[src/rtl/alu_pipe_if.sv]
// alu_pipe handshake bundle: operation in, buffered result out.
// master drives operations and takes results; slave is the ALU.
interface alu_pipe_if #(
   parameter int WIDTH = 8
);
   logic             in_valid;
   logic             in_ready;
   logic [WIDTH-1:0] accum;
   logic [WIDTH-1:0] data;
   logic [2:0]       opcode;
   logic             out_valid;
   logic             out_ready;
   logic [WIDTH-1:0] out;
   logic             zero;
   logic             carry;
   logic             ovf;
   logic [15:0]      done_cnt;

   modport master (
      output in_valid, accum, data, opcode, out_ready,
      input  in_ready, out_valid, out, zero, carry, ovf,
      input  done_cnt
   );

   modport slave (
      input  in_valid, accum, data, opcode, out_ready,
      output in_ready, out_valid, out, zero, carry, ovf,
      output done_cnt
   );
endinterface

[src/rtl/alu_pipe.sv]
// Pipelined accumulator ALU with carry/overflow flags,
// optional saturating add and a 2-entry result buffer.
module alu_pipe #(
   parameter int WIDTH   = 8,
   parameter bit SAT_ADD = 1'b0
) (
   input logic      clk,
   input logic      rst,
   alu_pipe_if.slave bus
);

   typedef enum logic [2:0] {
      OP_HLT = 3'b000,
      OP_SKZ = 3'b001,
      OP_ADD = 3'b010,
      OP_AND = 3'b011,
      OP_XOR = 3'b100,
      OP_LDA = 3'b101,
      OP_STO = 3'b110,
      OP_JMP = 3'b111
   } opcode_t;

   localparam int EW = WIDTH + 3;

   opcode_t          op;
   logic [WIDTH:0]   sum;
   logic             add_c;
   logic             add_v;
   logic [WIDTH-1:0] res;
   logic             res_c;
   logic             res_v;
   logic [EW-1:0]    wdata;

   logic [EW-1:0]    mem [2];
   logic             head;
   logic             tail;
   logic [1:0]       count;
   logic [15:0]      done;
   logic [EW-1:0]    head_e;
   logic             accept;
   logic             pop;

   assign op = opcode_t'(bus.opcode);

   // Result and flags for the operation presented this cycle.
   always_comb begin
      sum   = {1'b0, bus.data} + {1'b0, bus.accum};
      add_c = sum[WIDTH];
      add_v = (bus.data[WIDTH-1] == bus.accum[WIDTH-1])
           && (sum[WIDTH-1] != bus.accum[WIDTH-1]);
      res   = bus.accum;
      res_c = 1'b0;
      res_v = 1'b0;
      unique case (1'b1)
         (op == OP_ADD): begin
            res   = (SAT_ADD && add_c) ? '1
                                       : sum[WIDTH-1:0];
            res_c = add_c;
            res_v = add_v;
         end
         (op == OP_AND): res = bus.data & bus.accum;
         (op == OP_XOR): res = bus.data ^ bus.accum;
         (op == OP_LDA): res = bus.data;
         default:        res = bus.accum;
      endcase
      wdata = {res, (bus.accum == '0), res_c, res_v};
   end

   assign accept = bus.in_valid && bus.in_ready;
   assign pop    = bus.out_valid && bus.out_ready;

   // Result buffer: write at tail on accept, advance head on pop.
   always_ff @(posedge clk or posedge rst) begin
      if (rst) begin
         for (int i = 0; i < 2; i++) mem[i] <= '0;
         head  <= 1'b0;
         tail  <= 1'b0;
         count <= 2'd0;
         done  <= 16'd0;
      end else begin
         if (accept) begin
            mem[tail] <= wdata;
            tail      <= ~tail;
         end
         if (pop) begin
            head <= ~head;
            done <= done + 16'd1;
         end
         unique case ({accept, pop})
            2'b10:   count <= count + 2'd1;
            2'b01:   count <= count - 2'd1;
            default: count <= count;
         endcase
      end
   end

   assign head_e       = mem[head];
   assign bus.in_ready = !rst && (count < 2'd2);
   assign bus.out_valid = (count != 2'd0);
   assign bus.out   = bus.out_valid ? head_e[EW-1:3] : '0;
   assign bus.zero  = bus.out_valid && head_e[2];
   assign bus.carry = bus.out_valid && head_e[1];
   assign bus.ovf   = bus.out_valid && head_e[0];
   assign bus.done_cnt = done;

endmodule

[src/flat_wrapper.sv]
// flat-port wrapper written by rule: the top's interface ports become plain ports
module alu_pipe_flat 
#(
   parameter int WIDTH   = 8,
   parameter bit SAT_ADD = 1'b0
)
  (clk, rst, bus_in_valid, bus_accum, bus_data, bus_opcode, bus_out_ready, bus_in_ready, bus_out_valid, bus_out, bus_zero, bus_carry, bus_ovf, bus_done_cnt);
  alu_pipe_if #(.WIDTH(WIDTH)) bus_i ();
  input logic clk;
  input logic rst;
  input wire logic [$bits(bus_i.in_valid)-1:0] bus_in_valid;
  input wire logic [$bits(bus_i.accum)-1:0] bus_accum;
  input wire logic [$bits(bus_i.data)-1:0] bus_data;
  input wire logic [$bits(bus_i.opcode)-1:0] bus_opcode;
  input wire logic [$bits(bus_i.out_ready)-1:0] bus_out_ready;
  output wire logic [$bits(bus_i.in_ready)-1:0] bus_in_ready;
  output wire logic [$bits(bus_i.out_valid)-1:0] bus_out_valid;
  output wire logic [$bits(bus_i.out)-1:0] bus_out;
  output wire logic [$bits(bus_i.zero)-1:0] bus_zero;
  output wire logic [$bits(bus_i.carry)-1:0] bus_carry;
  output wire logic [$bits(bus_i.ovf)-1:0] bus_ovf;
  output wire logic [$bits(bus_i.done_cnt)-1:0] bus_done_cnt;
  assign bus_i.in_valid = bus_in_valid;
  assign bus_i.accum = bus_accum;
  assign bus_i.data = bus_data;
  assign bus_i.opcode = bus_opcode;
  assign bus_i.out_ready = bus_out_ready;
  assign bus_in_ready = bus_i.in_ready;
  assign bus_out_valid = bus_i.out_valid;
  assign bus_out = bus_i.out;
  assign bus_zero = bus_i.zero;
  assign bus_carry = bus_i.carry;
  assign bus_ovf = bus_i.ovf;
  assign bus_done_cnt = bus_i.done_cnt;
  alu_pipe #(.WIDTH(WIDTH), .SAT_ADD(SAT_ADD)) u_core (.clk(clk), .rst(rst), .bus(bus_i));
endmodule
[config.mk]
export PLATFORM = sky130hd
export DESIGN_NAME = alu_pipe_flat
export DESIGN_NICKNAME = d
export VERILOG_FILES = /design/src/rtl/alu_pipe_if.sv /design/src/rtl/alu_pipe.sv /design/src/flat_wrapper.sv
export SDC_FILE = /design/constraint.sdc
export NUM_CORES = 1
export LEC_CHECK = 0
export BUFFER_PORTS_ARGS = -buffer_cell sky130_fd_sc_hd__buf_2
export CAP_MARGIN = 20
export CORE_MARGIN = 1
export CORE_UTILIZATION = 50
export CTS_CLUSTER_DIAMETER = 200
export DETAILED_ROUTE_END_ITERATION = 16
export GPL_TIMING_DRIVEN = 0
export PLACE_DENSITY = 0.8
export SLEW_MARGIN = 20
export SYNTH_ARGS = -nofsm -noshare
export SYNTH_HDL_FRONTEND = slang
export SYNTH_SLANG_ARGS = --single-unit
[constraint.sdc]
create_clock -name clk -period 2 [get_ports clk]
set_input_delay 0.2 -clock clk [delete_from_list [all_inputs] [get_ports clk]]
set_output_delay 0.2 -clock clk [all_outputs]
set_load 0.01 [all_outputs]
-- Yosys cells after proc, flatten, opt, wreduce, memory -nomap -nowiden
Index checks and enable logic that the tools add are counted.
- flip-flop bits (word level): 42
- bits in latches: 0
- memory bits (writable): 0
- ROM bits: 0
- bits of input ports: 23
- output and inout bits: 29
- logic and storage cells: 51
- memories: 0
- add/sub/neg operators: 4
- multipliers: 0
- divide/modulo/power cells: 0
- magnitude comparators: 4
- eq/ne operators: 8
- shift operators: 0
- mux-type cells: 11
- bitwise logic cells: 6
- reductions and logical operators: 12
- operator list (operator ; count):
    two-way mux 11 bit ; 4
    case mux 8 bit (4 select lines) ; 1
    bitwise mux 22 bit ; 1
    adder 16 x 1 -> 16 bit (second input constant) ; 1
    demux 11 bit (select 1 bit) ; 1
    adder 8 x 8 -> 9 bit ; 1
    AND 8 bit ; 1
    logical AND 1 bit ; 8
    logical NOT 8 bit ; 1
    two-way mux 8 bit ; 1
    bitwise XOR 8 bit ; 1
    == test 3 x 2 -> 1 bit (second input constant) ; 2
    == test 3 bit (second input constant) ; 2
    greater-or-equal comparator 2 bit (second input constant) ; 2
    NOT 1 -> 2 bit ; 2
    case mux 2 bit (2 select lines) ; 1
    nonzero test 2 bit ; 2
    adder 2 x 1 -> 2 bit (second input constant) ; 1
    == test 2 x 1 -> 1 bit (second input constant) ; 1
    == test 2 bit (second input constant) ; 1
    < comparator 2 x 1 -> 1 bit (second input constant) ; 1
    < comparator 2 bit (second input constant) ; 1
    two-way mux 1 bit ; 2
    NOT 1 bit ; 2
    other kinds (4) ; 4

-- Depth between registers and ports, before layout
Gate-level depths: netlist of the first run.
- word-level depth: 6
- mapped depth: 7
- gate-level depth less buffers: 7

-- Worst setup path after synthesis of the first run
No wires, ideal clock.
- kind: input -> register
- start: input port bus_data[0]
- end: register u_core.mem[9] (netlist bit)
- setup time: 0.132 ns
- data arrival time: 1.612 ns
- required time: 1.868 ns
- setup slack: 0.256 ns
- stages on the path: 7
- path buffers: 0
- cell sequence: ha_1 fa_1 a211oi_1 o21ai_0 xor2_1 a21oi_1 o31ai_1
- word-level cells in the longest chain between the ends: 3
- RTL lines (what ; RTL line ; source):
    start, declared ; flat_wrapper.sv:13 ; input wire logic [$bits(bus_i.data)-1:0] bus_data;
    adder 8 x 8 -> 9 bit ; alu_pipe.sv:47 ; sum = {1'b0, bus.data} + {1'b0, bus.accum};
    case mux 8 bit (4 select lines) ; alu_pipe.sv:54 ; unique case (1'b1)
    bitwise mux 22 bit ; alu_pipe.sv:82 ; mem[tail] <= wdata;
    end signal, assigned by index ; alu_pipe.sv:82 ;
    end, declared ; alu_pipe.sv:34 ; logic [EW-1:0] mem [2];
No other way between the ends.
A chain may end at the register's enable or synchronous reset.

-- Worst setup path in the final report of the first run
Same ends and word-level chain as after synthesis.

==> reports/metrics.cfg, run 1 <==
[power]
seqPwrFrac = 0.425
p_per_area_nw_per_um2 = 1032
p_int_mw = 1.973
power_frac_clock = 0.167
p_leak_nw = 1.504
ir_drop_mv = 0.4667
comb_power_share = 0.408
swShare = 0.3696
power_mw = 3.129
power.switching_mw = 1.156

[sta]
min_period_over_period = 0.9055
rsz0062_at_grt = false
fmax_mhz = 552.2
min_period_ps = 1811
finalSetupViolations = 0
drv_slew = 0
tns_ps = 0
clock_skew_ps = 3.126
worst_slew_pin_slew_ps = 482.3
relSlewSlack = 0.6784
final_hold_viol_count = 0
timing.hold.ws_ps = 241.3

[clock_network]
h-tree-depth = 2
clock-sinks = 42
clock_path_buffers = 2
cts-root-buf = clkbuf_8
cts_made_buffers = 5
cts_tree = built
clk_pin_slew_worst_paths_ps = 70
cts_resized = 0
clock_latency_ps = 280
postCtsSetupRepairBufs = 0

[floorplanning]
die-area_um2 = 5438
io_pins = 52
num_rows = 25
dieWidth_um = 73.75
core_area_um2 = 4848
fp.dieH_um = 73.75
initial_core_util = 0.5308

[cells_and_area]
final_common_cell = buf_2
drive_gt1_frac = 0.2232
multiInputGateArea_um2 = 1419
area_growth_syn_to_layout_pct = 17.84
finalNetCount = 371
fillCellCount = 403
regArea_um2 = 1051
num_antenna_cells = 0
final_cell_mix = 56 x buf_2, 42 x dfrtp_1, 36 x nand2_1, 24 x nor2_1, 21 x o21ai_0

[logic_synthesis]
syn_area_um2 = 2574
synthCells = 277
synthesis.nets = 311
ys_ff_latch = 42
synth_area_leaders = dfrtp_1 41%, mux2i_1 7.4%, xnor2_1 5.4%, nand2_1 5.3%, ha_1 4.9%
synth_top_area_share = 0.4084
synth_cell_types = 42
synth_top_area_cell = dfrtp_1
syn_avg_cell_area_um2 = 9.291
ys_seq_area_frac = 0.4084
yosysWarnings = 0

[route]
via_per_inst = 5.471
ant_nets = 0
wirelength_mm = 5.485
vias = 2205
wl_per_cell_um = 13.61
first_pass_iters = 4
drt_drc_violations_left = 0
drtIter0Drc = 91

[grt]
grt_pass1_wl_mm = 9.204
grtUsageMet2 = 0.3721
track_usage = 0.2221
grt-busiest-layer = met2
grt_overflow = 0
use_met3 = 0.04390
antenna_found_initial = 0
grt_max_degree = 26
grt_pass1_vias = 2009
use_met1 = 0.2920

[critical_path]
crit_slowest_cell = fa_1
max_stage_delay_ps = 440
cp-end-kind = flip-flop
path_cells = buf_2 -> ha_1 -> fa_1 -> a211oi_1 -> o21ai_0 -> xor2_1 -> a21oi_1 -> o31ai_1
cp-start-kind = primary input
critPathKind = in -> reg
cp.required_ps = 2160
arrival_ps = 1970
crit_fanout = 4

[run]
drv_cap = 0

[placement]
gp_congestion = 0.9115
io_buffers = 51
hpwlAfterDp_mm = 4.259

[run_status]
status = complete, no violations

[hold_path]
min-delay-path-class = in -> reg

==> per-layer routing <==
metal | part of all wire | vias up
met3 | 0.048 | 4
met1 | 0.46 | 1034
li1 | - | 1101
met4 | 0.0078 | 0
met5 | 0 | -
met2 | 0.49 | 66
==> through the flow <==
stage | cells | utilization | setup WS, ps | instance area (um2)
after floorplan | 277 | - | 256.5 | 2574
after global placement | 395 | 0.6008 | -80.26 | 2913
after detailed placement | 396 | 0.6065 | -91.04 | 2940
after CTS | 403 | 0.6255 | 209.7 | 3033
after global routing | 403 | 0.6255 | 59.99 | 3033
final | 403 | 0.6255 | 188.9 | 3033
==> sequential cells by signal, summed over array words and instances (netlist names) <==
signal and flops:
u_core.mem 22, u_core.bus.done_cnt 16, u_core.count 2, u_core.head 1, u_core.tail 1
==> Yosys cell counts, drive strengths merged <==
master,n
nor4,2
and2,1
a31oi,1
nor3,6
clkbuf,8
a31o,2
o311ai,1
a22o,2
nand2b,1
o22a,4
and4,1
dfrtp,42
a21o,5
or2,1
a211oi,7
o211ai,3
nand4,3
xor2,7
a21oi,11
nor2,24
a22oi,3
nand3,7
ha,10
buf,8
o21a,1
fa,1
nor2b,5
nand2,36
o21ai,22
o31a,1
xnor2,16
mux2i,19
and3,5
mux2,2
o31ai,4
inv,5
==> what timing repair did <==
item,in CTS,in global routing
hold endpoints to repair,17,0
hold buffers,1,0
setup endpoints to repair,0,0
==> worst paths after layout <==
check                                                         start                                   to  slack (ps)  depth (start not counted)
max in group asynchronous                                       rst           u_core.mem[16]$_DFFE_PP0P_        1050                          4
worst max-delay path                                    bus_data[0]            u_core.mem[9]$_DFFE_PP0P_         190                          8
worst min-delay path                                   bus_in_valid              u_core.tail$_DFFE_PP0P_         240                          4
min in group asynchronous                                       rst           u_core.mem[21]$_DFFE_PP0P_         480                          3
worst max register to register          u_core.count[1]$_DFFE_PP0P_           u_core.mem[16]$_DFFE_PP0P_         340                          6
worst min register to register  u_core.bus.done_cnt[15]$_DFFE_PP0P_  u_core.bus.done_cnt[15]$_DFFE_PP0P_         470                          1
==> power by group through the flow <==
stage	combinational [mW]	clock (mW)	sequential, mW
2_1_floorplan	0.863	0	1.33
3_3_place_gp	1.24	0	1.33
3_5_place_dp	1.29	0	1.35
4_1_cts	1.30	0.537	1.33
5_1_grt	1.44	0.581	1.37
6_report	1.28	0.521	1.33
==> kinds of logic after synthesis <==
kind of cell | synth area share
AOI/OAI and AO/OA | 0.1677
xor gates and xnor gates | 0.07827
adders and majority gates | 0.05639
buffers and inverters | 0.04035
DFF | 0.4084
muxes | 0.08264
and+or+nand+nor | 0.1663
==> layout make-up <==
type | instances | share of cell area
plain buffers | 16 | 0.02805
clock buffers | 6 | 0.02723
inverters | 5 | 0.006188
multi-input cells | 214 | 0.4678
flip-flops and latches | 42 | 0.3465
well taps | 67 | 0.02764
repair buffers | 53 | 0.09653
==> critical path: cells and delay by family <==
family / cells / cell delay, ps
xor gates and xnor gates: 1 / 180
buffers and inverters: 1 / 110
AOI/OAI and AO/OA: 4 / 800
adders and majority gates: 2 / 680
Power figures use the tool's default switching activity.
==> run 2, diff against run 1 <==
- RECOVER_POWER: unset -> 50
==> run 2 against run 1 <==
Net effect: critical path depth stayed put; global-route usage stayed put; cell count stayed put; total power is 0.79% lower; die area stayed put.
==> reports/metrics.cfg, run 2 (synthesis gave the netlist of run 1 again) <==
[clock_network]
clk_pin_slew_worst_paths_ps = 70  ; about the same
cts_tree = built
cts-root-buf = clkbuf_8
postCtsSetupRepairBufs = 0  ; unchanged
cts_made_buffers = 5  ; unchanged
clock_path_buffers = 2  ; unchanged
h-tree-depth = 2  ; unchanged
clock-sinks = 42  ; unchanged
clock_latency_ps = 280  ; about the same

[sta]
tns_ps = 0  ; unchanged
drv_slew = 0  ; unchanged
timing.hold.ws_ps = 241.2  ; -0.06900 ps
final_hold_viol_count = 0  ; unchanged
finalSetupViolations = 0  ; unchanged
setup_slack_ps = 190.2  ; +1.302 ps
rsz0062_at_grt = false
clock_skew_ps = 3.087  ; -0.03897 ps
fmax_mhz = 552.6  ; about the same
min_period_over_period = 0.9049  ; about the same
min_period_ps = 1810  ; -1.302 ps
worst_slew_pin_slew_ps = 683.9  ; +201.6 ps
relSlewSlack = 0.5436  ; -0.1349

[route]
wl_per_cell_um = 13.67  ; +0.40%
first_pass_iters = 4  ; unchanged
via_per_inst = 5.462  ; -0.18%
drt_drc_violations_left = 0  ; unchanged
vias = 2201  ; -0.18%
wirelength_mm = 5.507  ; +0.40%
ant_nets = 0  ; unchanged
drtIter0Drc = 88  ; -3.3%

[power]
p_leak_nw = 1.445  ; -3.9%
ir_drop_mv = 0.4515  ; -3.3%
p_per_area_nw_per_um2 = 1039  ; +0.70%
power_mw = 3.104  ; -0.79%

[placement]
gp_congestion = 0.9115  ; unchanged
io_buffers = 51  ; unchanged
dp.cells = 396  ; unchanged
dpl-instance-area_um2 = 2940  ; unchanged
pre_cts_ws_ps = -91.04  ; unchanged
hpwlAfterDp_mm = 4.259  ; unchanged

[hold_path]
min-delay-path-class = in -> reg

[critical_path]
crit_start = bus_data[0]
crit_end = u_core.mem[9]$_DFFE_PP0P_
r2r_slack_ps = 230  ; -110 ps
r2r-start = u_core.count[1]$_DFFE_PP0P_
cp-end-kind = flip-flop
cp-start-kind = primary input
cp.required_ps = 2160  ; about the same
r2r_cells = 7  ; +1
critPathKind = in -> reg
crit_fanout = 4  ; unchanged
timing.rr.end = u_core.bus.done_cnt[15]$_DFFE_PP0P_
arrival_ps = 1970  ; about the same

[floorplanning]
io_pins = 52  ; unchanged
dieWidth_um = 73.75  ; unchanged
num_rows = 25  ; unchanged
initial_core_util = 0.5308  ; unchanged
fp.dieH_um = 73.75  ; unchanged
die-area_um2 = 5438  ; unchanged
core_area_um2 = 4848  ; unchanged

[grt]
grt_max_degree = 26  ; unchanged
grt_pass1_wl_mm = 9.204  ; unchanged
grt_pass1_vias = 2009  ; unchanged
grt_overflow = 0  ; unchanged
track_usage = 0.2221  ; unchanged
antenna_found_initial = 0  ; unchanged

[run]
drv_cap = 0  ; unchanged

[cells_and_area]
final_cells = 403  ; unchanged
num_antenna_cells = 0  ; unchanged
area_growth_syn_to_layout_pct = 16.09
registers.top_by_ff_count = u_core.mem
fin_area_um2 = 2988  ; -1.5%
final_common_cell = buf_2
final_cell_mix = 44 x buf_2, 42 x dfrtp_1, 36 x nand2_1, 24 x nor2_1
drive_gt1_frac = 0.1815  ; -0.04167
fin_util = 0.6163  ; -0.009290
finalNetCount = 371  ; unchanged
largest_reg_flops = 22  ; unchanged

[run_status]
status = complete, no violations

[run 2: cell count changes in the layout (fill, tap and decap cells not counted)]
cell      previous run  this run
clkbuf_1             8        21
buf_2               56        44
clkbuf_2             0         1
buf_6                2         1
buf_16               1         0
inv_2                1         0
inv_1                4         5
[run 2: routing by layer]
layer	global-route usage	wire (um)
met5	0	0
met4	0.05983	43
met3	0.04390	280
met2	0.3721	2679
met1	0.2920	2504
[run 2: timing repair]
item | 4_1_cts | 5_1_grt
resized for setup | 0 | 0
hold buffers | 1 | 0
hold endpoints to repair | 17 | 0
[run 2: worst min path at each step]
stage	startpoint	end	slack (ps)	depth (start not counted)
global placement	u_core.bus.done_cnt[15]$_DFFE_PP0P_	u_core.bus.done_cnt[15]$_DFFE_PP0P_	450	1
finish	bus_in_valid	u_core.tail$_DFFE_PP0P_	240	4
floorplan	bus_accum[0]	u_core.mem[13]$_DFFE_PP0P_	380	3
detailed placement	rst	u_core.mem[10]$_DFFE_PP0P_	240	2
CTS	bus_in_valid	u_core.tail$_DFFE_PP0P_	240	4
global route	bus_in_valid	u_core.tail$_DFFE_PP0P_	280	4
[run 2: critical path, cell delays in order]
cell,delay (ps)
buf_2,110
ha_1,240
fa_1,440
a211oi_1,270
o21ai_0,190
xor2_1,180
a21oi_1,230
o31ai_1,110
[run 2: final cells by class]
class | count | area [um2]
Fill cell | 415 | 1861
Multi-Input combinational cell | 214 | 1419
Sequential cell | 42 | 1051
Timing Repair Buffer | 53 | 255.2
Tap cell | 67 | 83.83
Clock buffer | 6 | 82.58
Buffer | 16 | 77.57
Inverter | 5 | 18.77
[run 2: report_power, final]
part           total [mW]  switching, mW  internal (mW)
clock               0.521          0.255          0.266
combinational        1.25          0.697          0.555
sequential           1.33          0.205           1.13
total                3.10           1.16           1.95
